`src/rtl/ssd_scan_ctrl.sv`:
```
// Four-digit seven-segment scan controller: double-buffered BCD value committed at frame
// boundaries, digit rotation with a fixed dwell time and optional leading-zero blanking.
module ssd_scan_ctrl #(
   parameter int unsigned SCAN_DIV = 100000
) (
   input  logic        clk,
   input  logic        rst_n,
   input  logic        load,
   input  logic [15:0] value,
   input  logic        lz_blank,
   output logic [3:0]  ssd_in,
   output logic [3:0]  ssd_en,
   output logic        pending,
   output logic        load_ack,
   output logic        frame_tick
);

   localparam int unsigned     PC_W    = (SCAN_DIV > 1) ? $clog2(SCAN_DIV) : 1;
   localparam logic [PC_W-1:0] PC_LAST = PC_W'(SCAN_DIV - 1);

   logic [PC_W-1:0] pc_q, pc_d;
   logic [1:0]      idx_q, idx_d;
   logic [15:0]     disp_q, disp_d;
   logic [15:0]     shad_q, shad_d;
   logic            pend_q, pend_d;
   logic            ack_q, ack_d;
   logic            tick_q, tick_d;
   logic            lz_q;
   logic [3:0]      ssd_in_q, ssd_in_d;
   logic [3:0]      ssd_en_q, ssd_en_d;
   logic            step_s;
   logic            bnd_s;

   // Digit k is dark when blanking is on and nibbles k..3 are all zero; digit 0 always shows.
   function automatic logic digit_blank(input logic [15:0] d, input logic [1:0] k, input logic lz);
      logic b;
      case (k)
         2'd1:    b = lz && (d[15:4] == 12'h000);
         2'd2:    b = lz && (d[15:8] == 8'h00);
         2'd3:    b = lz && (d[15:12] == 4'h0);
         default: b = 1'b0;
      endcase
      return b;
   endfunction

   function automatic logic [3:0] nibble(input logic [15:0] d, input logic [1:0] k);
      logic [3:0] n;
      case (k)
         2'd0:    n = d[3:0];
         2'd1:    n = d[7:4];
         2'd2:    n = d[11:8];
         2'd3:    n = d[15:12];
         default: n = 4'h0;
      endcase
      return n;
   endfunction

   function automatic logic [3:0] enable_mask(input logic [1:0] k);
      logic [3:0] m;
      case (k)
         2'd0:    m = 4'b1110;
         2'd1:    m = 4'b1101;
         2'd2:    m = 4'b1011;
         2'd3:    m = 4'b0111;
         default: m = 4'b1111;
      endcase
      return m;
   endfunction

   assign step_s = (pc_q == PC_LAST);
   assign bnd_s  = step_s && (idx_q == 2'd3);

   // Next-state: prescaler, digit index, shadow/commit handshake and output decode.
   always_comb begin
      pc_d   = step_s ? '0 : pc_q + PC_W'(1);
      idx_d  = step_s ? idx_q + 2'd1 : idx_q;
      disp_d = disp_q;
      shad_d = shad_q;
      pend_d = pend_q;
      ack_d  = 1'b0;
      tick_d = bnd_s;
      if (bnd_s) begin
         // A load on the boundary itself bypasses the shadow so it is never a frame late.
         if (load) begin
            disp_d = value;
            pend_d = 1'b0;
            ack_d  = 1'b1;
         end else if (pend_q) begin
            disp_d = shad_q;
            pend_d = 1'b0;
            ack_d  = 1'b1;
         end else begin
            disp_d = disp_q;
         end
      end else if (load) begin
         shad_d = value;
         pend_d = 1'b1;
      end else begin
         shad_d = shad_q;
      end
      ssd_in_d = nibble(disp_d, idx_d);
      // Blanking uses the already-registered lz copy, giving the two-edge response to lz_blank.
      if (digit_blank(disp_d, idx_d, lz_q)) begin
         ssd_en_d = 4'b1111;
      end else begin
         ssd_en_d = enable_mask(idx_d);
      end
   end

   // State and output registers.
   always_ff @(posedge clk or negedge rst_n) begin
      if (!rst_n) begin
         pc_q     <= '0;
         idx_q    <= 2'd0;
         disp_q   <= 16'h0000;
         shad_q   <= 16'h0000;
         pend_q   <= 1'b0;
         ack_q    <= 1'b0;
         tick_q   <= 1'b0;
         lz_q     <= 1'b0;
         ssd_in_q <= 4'h0;
         ssd_en_q <= 4'b1110;
      end else begin
         pc_q     <= pc_d;
         idx_q    <= idx_d;
         disp_q   <= disp_d;
         shad_q   <= shad_d;
         pend_q   <= pend_d;
         ack_q    <= ack_d;
         tick_q   <= tick_d;
         lz_q     <= lz_blank;
         ssd_in_q <= ssd_in_d;
         ssd_en_q <= ssd_en_d;
      end
   end

   assign ssd_in     = ssd_in_q;
   assign ssd_en     = ssd_en_q;
   assign pending    = pend_q;
   assign load_ack   = ack_q;
   assign frame_tick = tick_q;

endmodule
```
`config.mk`:
```
export PLATFORM = sky130hd
export DESIGN_NAME = ssd_scan_ctrl
export DESIGN_NICKNAME = d
export VERILOG_FILES = /design/src/rtl/ssd_scan_ctrl.sv
export SDC_FILE = /design/constraint.sdc
export NUM_CORES = 1
export LEC_CHECK = 0
export BUFFER_PORTS_ARGS = -buffer_cell sky130_fd_sc_hd__buf_2
export CORE_MARGIN = 4
export CORE_UTILIZATION = 30
export CTS_BUF_LIST = sky130_fd_sc_hd__clkbuf_8
export DETAILED_ROUTE_END_ITERATION = 16
export GPL_ROUTABILITY_DRIVEN = 0
export GPL_TIMING_DRIVEN = 0
export HOLD_SLACK_MARGIN = 0.12
export RECOVER_POWER = 50
export SYNTH_ARGS = -nofsm -noshare
export SYNTH_HDL_FRONTEND = slang
export SYNTH_SLANG_ARGS = --single-unit
```
`constraint.sdc`:
```
create_clock -name clk -period 2.5 [get_ports clk]
set_input_delay 0.5 -clock clk [delete_from_list [all_inputs] [get_ports clk]]
set_output_delay 0.5 -clock clk [all_outputs]
set_load 0.05 [all_outputs]
```
# Yosys cells after proc, flatten, opt, wreduce, memory -nomap -nowiden
# Cells that the tools add are included.
[word_totals]
elab_cells = 42
input_bits = 20
reg_bits = 63
output_inout_bits = 11
[op_classes]
n_reduce_logical = 10
n_eq_ne = 5
n_addsub = 2
mux = 14
bitwise_logic = 1
[ops]
columns = ["operator", "count"]
rows = [
  ["$mux 16", 3],
  ["$pmux 4 s4", 2],
  ["$add 17x1->17 const B", 1],
  ["$eq 17x17->1 const B", 1],
  ["$mux 17", 1],
  ["$logic_not 12->1", 1],
  ["$logic_not 8->1", 1],
  ["$eq 2x2->1 const B", 3],
  ["$mux 1", 5],
  ["$logic_and 1x1->1", 4],
  ["$logic_not 4->1", 1],
  ["$mux 4", 1],
  ["$pmux 1 s3", 1],
  ["$add 2x1->2 const B", 1],
  ["$eq 2x1->1 const B", 1],
  ["$logic_not 2->1", 1],
  ["$mux 2", 1],
  ["$reduce_and 2->1", 1],
  ["$reduce_bool 2->1", 1],
  ["$not 1->1", 1],
]

# Logic depth before layout (Yosys ltp)
# Gate-level depths: netlist of the first run.
[logic_depth]
ltp_word = 7
mapped_depth = 10
depth_no_buf = 8

# Least setup slack after synthesis of the first run
# Ideal clock, no wire load.
[synth_path]
path_type = "register to register"
from = "register pc_q[0]"
to = "register ssd_in_q[0], in the netlist ssd_in[0]"
setup_slack_ns = 0.360
synth_period_minus_slack_ns = 2.140
path_stages_with_launch = 11
setup_ns = 0.065
arrival_time_ns = 2.076
cell_sequence = "dfrtp_1 > ha_1 > and4_4 > and4_1 > buf_6 > mux2i_4 > inv_1 > or2_1 > buf_4 > nor3_1 > a211o_1"
[synth_between]
elab_chain_cells = 4
[synth_lines]
columns = ["element", "line", "rtl"]
rows = [
  ["start, declared", "21", "logic [PC_W-1:0] pc_q, pc_d;"],
  ["start signal, assigned", "124", "pc_q <= pc_d;"],
  ["$eq 17x17->1 (*)", "70", "assign step_s = (pc_q == PC_LAST);"],
  ["$mux 2 (*)", "76", "idx_d = step_s ? idx_q + 2'd1 : idx_q;"],
  ["named net idx_d[1]", "22", "logic [1:0] idx_q, idx_d;"],
  ["$eq 2x2->1 (tied with other cells)", "48", "case (k)"],
  ["$pmux 4 s4 (*)", "48", ""],
  ["named net ssd_in_d[0]", "29", "logic [3:0] ssd_in_q, ssd_in_d;"],
  ["end signal, assigned", "132", "ssd_in_q <= ssd_in_d;"],
  ["end, declared", "29", ""],
]
# The timed path passes the listed nets; every way through them passes the cells marked *.
# A chain may end at the register's enable or synchronous reset.

# Worst setup path after layout of the first run
# Same ends and word-level chain as after synthesis.

==> results.txt, run 1 <==
* Total setup violations reported at the end of the flow: 0
* Ant diodes: 0
- Of the total power, the share spent switching nets is 23.4%.
- Reg2Reg Launch Point: pc_q[0]
* Largest area contributor in the netlist: sky130_fd_sc_hd__dfrtp_1
- In this run, CTS created clock tree buffers numbering 9.
* Minimum period implied by the final worst setup slack: 2.35 ns
- Average via count per standard cell: 5.10
- DP Worst Slack: -0.00565 ns
- Headroom to the max-slew limit came out at -6.32%.
- The floorplan step defined a die boundary enclosing 12100 um2.
- The cell count after synthesis came out at 288.
- STA classifies the critical path endpoint as a flip-flop.
- Total number of nets in the final design: 354
- Once placement completed, the tool counted placed cells totaling 451.
- Measured in cells, the most critical reg-to-reg path has a length of 10.
- Logic gate share of total power: 5.3%
* CTS H-Tree Depth: 3
- The max-slew violation total from the final report was 64.
* Launching element type of the critical path: flip-flop
- CTS Hold Bufs: 0
- For this run, the register share of the synthesized area comes to 50.8%.
* Average detailed-routed wire length per instance: 16.0 um
- For this design, the slowest cell found on the critical path is sky130_fd_sc_hd__dfrtp_1.
* Post-synth cell types: 61
- 31 I/O pins were placed.
- Once detail routing completed, the nets flagged for antenna violations numbered 0.
- TritonCTS clock tree: done
- Worst stage delay on the critical path: 0.39 ns
- Worst hold path stage count: 1
- At the pin with the least slew margin, the transition time is 1.59 ns.
- Of all nets on the critical path, the largest fanout is 7.
- Arrival @ worst endpoint: 2.63 ns
- DRC viols: 0
- Reg-to-reg slack, setup: 0.15 ns
- Number of warnings reported in the yosys synthesis log: 0
* Largest cells by area after synthesis: sky130_fd_sc_hd__dfrtp_1 48%, sky130_fd_sc_hd__mux2_2 5.8%, sky130_fd_sc_hd__nor2_1 4.0%
* Hold crit path type: in -> reg
- In the final layout, the multi-input gates occupy 1410 um2.
* Via count of the first global-routing pass: 2519
* Pin count of the biggest net entering global routing: 64
- The final reports fail on capacitance limit, slew limit.
- The signal on the critical path passes through ha_2 -> and4_4 -> and4_1 -> buf_6 -> mux2i_4 -> inv_1 -> or2_1 -> buf_4 -> nor3_1 -> a211o_1.
- CP required: 2.78 ns
- In the synthesized netlist the dominant register cell turns out to be sky130_fd_sc_hd__dfrtp_1.
- Synthesized flop and latch total: 63
- Sequential cells account for 51.7% of the total power.
- Input and output buffers added on the ports amount to 30.
* Most common cell after layout, fill and taps aside: sky130_fd_sc_hd__dfrtp_1
- The filler cells instantiated in the layout total 1022.
- Synthesized area per cell: 10.8 um2
- Leakage power total: 1.73 nW
- Cell Rows: 36
* Crit path kind: reg -> reg
* Endpoint of the worst hold path: lz_q
* Initial Util: 31.4%
- Maximum clock path buffer count: 2
- Excluding fillers, the count of instances in the completed layout stands at 470.
- The final-report hold violation count is 0.
- Yosys mapped a number of flops with a built-in enable equal to 0.
- Counting flops with an async set or reset pin after synthesis yields a share of 100%.
- Leading cell types in the layout, fill and taps excluded: 60 x sky130_fd_sc_hd__dfrtp_1, 33 x sky130_fd_sc_hd__nor2_1, 29 x sky130_fd_sc_hd__buf_2
- Area share of the leading cell type in the synthesized netlist: 48.3%
* Overall die height: 110 um
- Timing would allow up to 425 MHz.
- The die is 110 um wide.
* Placed inst area: 3430 um2
- Overall routed net length: 7500 um
* MaxCap Viol Count: 1
* Ratio of cells with drive above 1 in the final layout: 30.0%
- The worst register-to-register path ends at ssd_in[0].
* Crit share post-route: 94.1%
- Per report_power, the clock group accounts for 43.0% of the total.
- Clock tree synthesis found a total of 63 sinks.
- Clock Skew: 0.00796 ns
- Layout Area Growth over Synthesis: 18.8%
- First-pass GRT wire length: 12500 um
- The worst hold path begins at lz_blank.
- The region available for standard cell placement spans 9910 um2.
- Cell internal power was estimated by the tool at 0.00158 W.
* Worst path setup slack after routing: 0.147 ns
- Worst-skew pair later-pin latency: 0.34 ns
- Synthesis produced a netlist with a net count of 310.
* Antenna violations before repair: 0
- Final standard cell area without fillers: 3690 um2
- For this design the ratio of total power to cell area is 558 nW/um2.
- Worst ir drop on vdd: 0.355 mV
* DR iter-0 viols: 126
* Netlist area before placement: 3110 um2
- Root Buffer Master: sky130_fd_sc_hd__clkbuf_8
- Clock-pin slew was measured on the worst setup and hold paths at 0.07 ns.
- For this run the aggregate overflow at the end of global routing stands at 0.
- RSZ-0062 raised after global routing: false
- Run status: complete, but fails checks
- Detailed Routing Iterations Pass 1: 4
- Summed over all nets, the half-perimeter wirelength after detailed placement is 5250 um.
- In the global route stage, overall resource usage came out at 13.5%.
* Overall via count from detail_route: 2399
* Area taken by flip-flops and latches: 1580 um2
- The analysis attributes to net switching a power of 0.000481 W.
## cells in the mapped netlist (all sizes together) (4+ instances only)
library cell and number:
nand2b 5, o32ai 4, o21ai 4, clkbuf 7
mux2 16, nand4 5, xor2 7, nand2 13
a211o 4, buf 7, and4 6, nor2 33
dfrtp 60, and3 5, nand3 9, a21oi 5
o22ai 14, nor3 8, a41oi 7, inv 18
xnor2 7
## state kept, by name (all words and copies together), names as in the netlist
register and flops:
ssd_en 4, idx_q 2, shad_q 16, disp_q 16, ssd_in 4, pending 1
pc_q 17, frame_tick 1, load_ack 1, lz_q 1
## metrics by stage
step	total power (W)	TNS, ns	utilization [%]	hold WS, ns
2_1_floorplan	0.00113	0	-	0.204
3_3_place_gp	0.00119	0	34.6	0.478
3_5_place_dp	0.00119	-0.00565	34.6	0.483
4_1_cts	0.00209	0	36.6	0.240
5_1_grt	0.00214	0	37.3	0.247
6_report	0.00206	0	37.3	0.261
## power by group through the flow
stage | Clock (W) | Combinational [W] | Sequential (W)
after CTS | 0.000915 | 0.000112 | 0.00106
after detailed placement | 0 | 0.000112 | 0.00108
after global placement | 0 | 0.000110 | 0.00108
after floorplan | 0 | 0.0000573 | 0.00108
after global routing | 0.000953 | 0.000124 | 0.00107
final | 0.000886 | 0.000109 | 0.00106
## worst max-delay path by stage
stage                 to  startpoint  depth (start not counted)  slack [ns]
4_1_cts        shad_q[1]     pc_q[0]                          8       0.008
6_report       ssd_in[0]     pc_q[0]                         10        0.15
5_1_grt        ssd_in[3]     pc_q[0]                         10       0.007
2_1_floorplan  ssd_in[0]     pc_q[0]                         10        0.36
3_5_place_dp   ssd_en[1]        load                          7      -0.006
3_3_place_gp   ssd_en[1]     pc_q[0]                          8       0.008
## critical path, delay by kind of cell, from the launching register on
| family | cells | cell delay, ns |
|---|---|---|
| simple gates | 4 | 0.89 |
| fa+ha+maj | 1 | 0.22 |
| buf+inv | 3 | 0.40 |
| compound gates | 1 | 0.14 |
| mux | 1 | 0.25 |
| flops | 1 | 0.39 |
## per-layer routing
metal / share of wire, % / track usage, % / wire, um / vias to the layer above
li1: - / - / - / 1139
met1: 45 / 17.2 / 3350 / 1201
met2: 48 / 21.8 / 3630 / 47
met3: 5.3 / 3.99 / 395 / 12
met4: 1.7 / 4.36 / 127 / 0
met5: 0 / 0 / 0 / -
## cell families (layout without fill, tap and decap cells)
group,Yosys count,count (layout),synth area share [%]
fa+ha+maj,2,2,0.805
xor+xnor,14,14,4.19
flops,63,63,50.8
compound gates,57,57,13.8
mux,18,18,6.84
simple gates,102,102,18.4
buf+inv,32,81,5.11
## layout make-up
cell class | count | share of cell area, %
multi-input cells | 193 | 38.3
well taps | 133 | 4.51
flip-flops and latches | 63 | 42.8
repair buffers | 34 | 4.88
plain buffers | 13 | 2.37
clock buffers | 10 | 3.73
clock inverters | 6 | 1.63
inverters | 18 | 1.83
## repair_timing
action / 4_1_cts / 5_1_grt
hold endpoints to repair: 0 / 0
resized for setup: 1 / 10
setup endpoints to repair: 1 / 17
buffers inserted: 0 / 4
No activity file was read; power rests on OpenSTA's default activity.
==> inputs of run 2 (changes only) <==
==> constraint.sdc (replaced) <==
create_clock -name clk -period 2.4 [get_ports clk]
set_input_delay 0.48 -clock clk [delete_from_list [all_inputs] [get_ports clk]]
set_output_delay 0.48 -clock clk [all_outputs]
set_load 0.05 [all_outputs]
==> results.txt, run 2 (synthesized netlist as in run 1, its figures left out) <==
- In this run the critical register-to-register path is launched from pc_q[5].
- For this run, the post-layout net count is 358.
* Combined area of the multi-input logic cells: 1490 um2
* DRC viols: 0
- Clock Skew: 0.00815 ns
- Logic gate share of total power: 5.4%
- DRT antenna net count: 0
- At the end of the flow the core is filled with cells to 38.5%.
- The die is 110 um wide.
- Antenna violations before repair: 0
* Max-slew violation count: 64
* Core area: 9910 um2
* Worst ir drop on vdd: 0.366 mV
- Summed over all cells, the static leakage comes to 1.77 nW.
* RSZ-0062 raised after global routing: true
- Post-route non-filler standard cell count: 474
- RR Endpoint: ssd_in[0]
- Sinks on Clock Net: 63
- Crit share post-route: 96.2%
* Maximum clock path buffer count: 2
- The library cells used most frequently in the layout, excluding fill and tap cells, are 60 x sky130_fd_sc_hd__dfrtp_1, 33 x sky130_fd_sc_hd__nor2_1, 29 x sky130_fd_sc_hd__buf_2.
* Ratio of cells with drive above 1 in the final layout: 33.1%
- Overall die height: 110 um
- Per report_power, the sequential group accounts for 51.6% of the total.
- The first detailed-routing pass took 5 iterations.
- Leaving out fill and tap cells, the most frequent cell in the layout is sky130_fd_sc_hd__dfrtp_1.
* Violated checks: capacitance limit, slew limit
- Row generation in the floorplan step produced 36 rows.
- Register with the most flip-flops: pc_q
- Setup slack on the worst reg-to-reg path comes out at 0.09 ns.
- Total grt overflow: 0
* Input/output buffers: 30
* Pin count of the biggest net entering global routing: 64
* Average via count per standard cell: 5.10
- MaxCap Viol Count: 1
- Number of I/O pins: 31
- Dividing the detail-routed wire length by the instance count gives 16.2 um.
* Critical Path Fanout Max: 10
* Minimum period implied by the final worst setup slack: 2.31 ns
- The worst setup path is of the reg -> reg kind.
* Overall fraction of global-route tracks in use: 13.5%
* Number of cells after detailed placement: 451
- The first global-routing pass estimated 12500 um of wire.
* Run status: complete, but fails checks
* Number of flip-flops in the largest register: 17
- Net switching is 23.4% of the power.
- In this run the power spent charging and discharging nets is 0.000503 W.
* TritonCTS clock tree: done
- The final-report hold violation count was 0.
- Area taken by flip-flops and latches: 1580 um2
- Worst-skew pair later-pin latency: 0.34 ns
- The detailed router placed 2418 vias in this run.
- CTS built an H-tree with a depth of 3.
* PD cells: 562 nW/um2
- Via count of the first global-routing pass: 2522
* Root Buffer Master: sky130_fd_sc_hd__clkbuf_8
- For hold timing, the worst endpoint is lz_q.
- Clock tree synthesis inserted a total of 9 buffers.
* Sort of element at the end of the critical path: flip-flop
* Initial Util: 31.4%
* Max-slew headroom at the worst pin: -7.22%
- Worst r2r path cells: 8
- Number of fill cells: 1011
- Maximum frequency from static timing analysis: 433 MHz
- Launch point of the worst hold path: lz_blank
* Launching element type of the critical path: flip-flop
* Placed inst area: 3430 um2
- Ant diodes: 0
* Total setup violations reported at the end of the flow: 0
- Internal portion of total power: 0.00164 W
* Overall routed net length: 7680 um
- Worst hold path stage count: 1
* Arrival @ worst endpoint: 2.54 ns
- Hold crit path type: in -> reg
- CTS Hold Bufs: 0
- After legalization and detailed placement, the total HPWL measured 5250 um.
* CP required: 2.63 ns
- After routing the design area is 3820 um2.
* DR iter-0 viols: 114
* Top flop regs: pc_q: 17 flops, disp_q: 16 flops, shad_q: 16 flops
- The floorplan step defined a die boundary enclosing 12100 um2.
- Layout Area Growth over Synthesis: 22.9%
* Worst-margin pin slew: 1.61 ns
* Part of the power in the clock network: 43.0%
- Post-layout total power: 0.00215 W
* Clock slew seen by the registers of the worst setup and hold paths: 0.07 ns
-- run 2: changes by cell type in the layout (fill, tap and decap cells not counted), moves of 2 or more --
cell	delta
sky130_fd_sc_hd__nor3_2	+3
sky130_fd_sc_hd__nor3_1	-3
sky130_fd_sc_hd__buf_4	+2
sky130_fd_sc_hd__o32ai_2	+2
sky130_fd_sc_hd__o32ai_1	-2
-- run 2: power by group through the flow --
stage               clock network [W]  registers, W   logic, W
global placement                    0       0.00113   0.000115
detailed placement                  0       0.00113   0.000116
global route                 0.000993       0.00111   0.000130
floorplan                           0       0.00112  0.0000596
finish                       0.000923       0.00111   0.000115
CTS                          0.000953       0.00111   0.000117
-- run 2: how the worst max path moves through the flow --
stage	depth (start not counted)	end	startpoint
after floorplan	10	ssd_in[0]	pc_q[0]
after global placement	8	ssd_en[1]	pc_q[0]
after detailed placement	8	ssd_en[1]	pc_q[0]
after CTS	8	shad_q[1]	pc_q[0]
after global routing	9	ssd_in[0]	pc_q[0]
final	8	ssd_in[0]	pc_q[5]
-- run 2: what timing repair did --
| item | 4_1_cts | 5_1_grt |
|---|---|---|
| resized for setup | 4 | 22 |
| setup endpoints to repair | 15 | 17 |
| pin swaps | 0 | 3 |
| setup buffers | 0 | 7 |
-- run 2: cell type report --
type | count | area share [%]
sequential | 63 | 41.4
inverter | 18 | 1.77
multi-input combinational | 193 | 39.1
buffer | 14 | 2.59
clock buffer | 10 | 3.60
timing repair buffer | 37 | 5.64
tap | 133 | 4.36
clock inverter | 6 | 1.57
-- run 2: critical path: stages (launching register included) --
cell                       delay, ns
sky130_fd_sc_hd__dfrtp_1        0.47
sky130_fd_sc_hd__nor4bb_1       0.32
sky130_fd_sc_hd__and4_1         0.25
sky130_fd_sc_hd__buf_6          0.15
sky130_fd_sc_hd__buf_4          0.13
sky130_fd_sc_hd__nand3_4        0.17
sky130_fd_sc_hd__o22a_1         0.24
sky130_fd_sc_hd__a21boi_0       0.14
sky130_fd_sc_hd__a211o_1        0.32
-- run 2: layer usage --
layer,vias to the layer above,share of wire [%],global-route usage (%)
met1,1199,43,17.1
met5,-,0,0
met3,12,6.0,3.99
li1,1151,-,-
met4,0,1.6,4.36
met2,56,49,21.9
-- run 2: metrics by stage --
step	setup slack, ns	hold slack, ns	setup TNS (ns)
3_5_place_dp	-0.0940	0.483	-0.678
3_3_place_gp	-0.0920	0.478	-0.771
6_report	0.0919	0.240	0
4_1_cts	-0.00222	0.220	-0.00222
2_1_floorplan	0.260	0.184	0
5_1_grt	0.00580	0.227	0
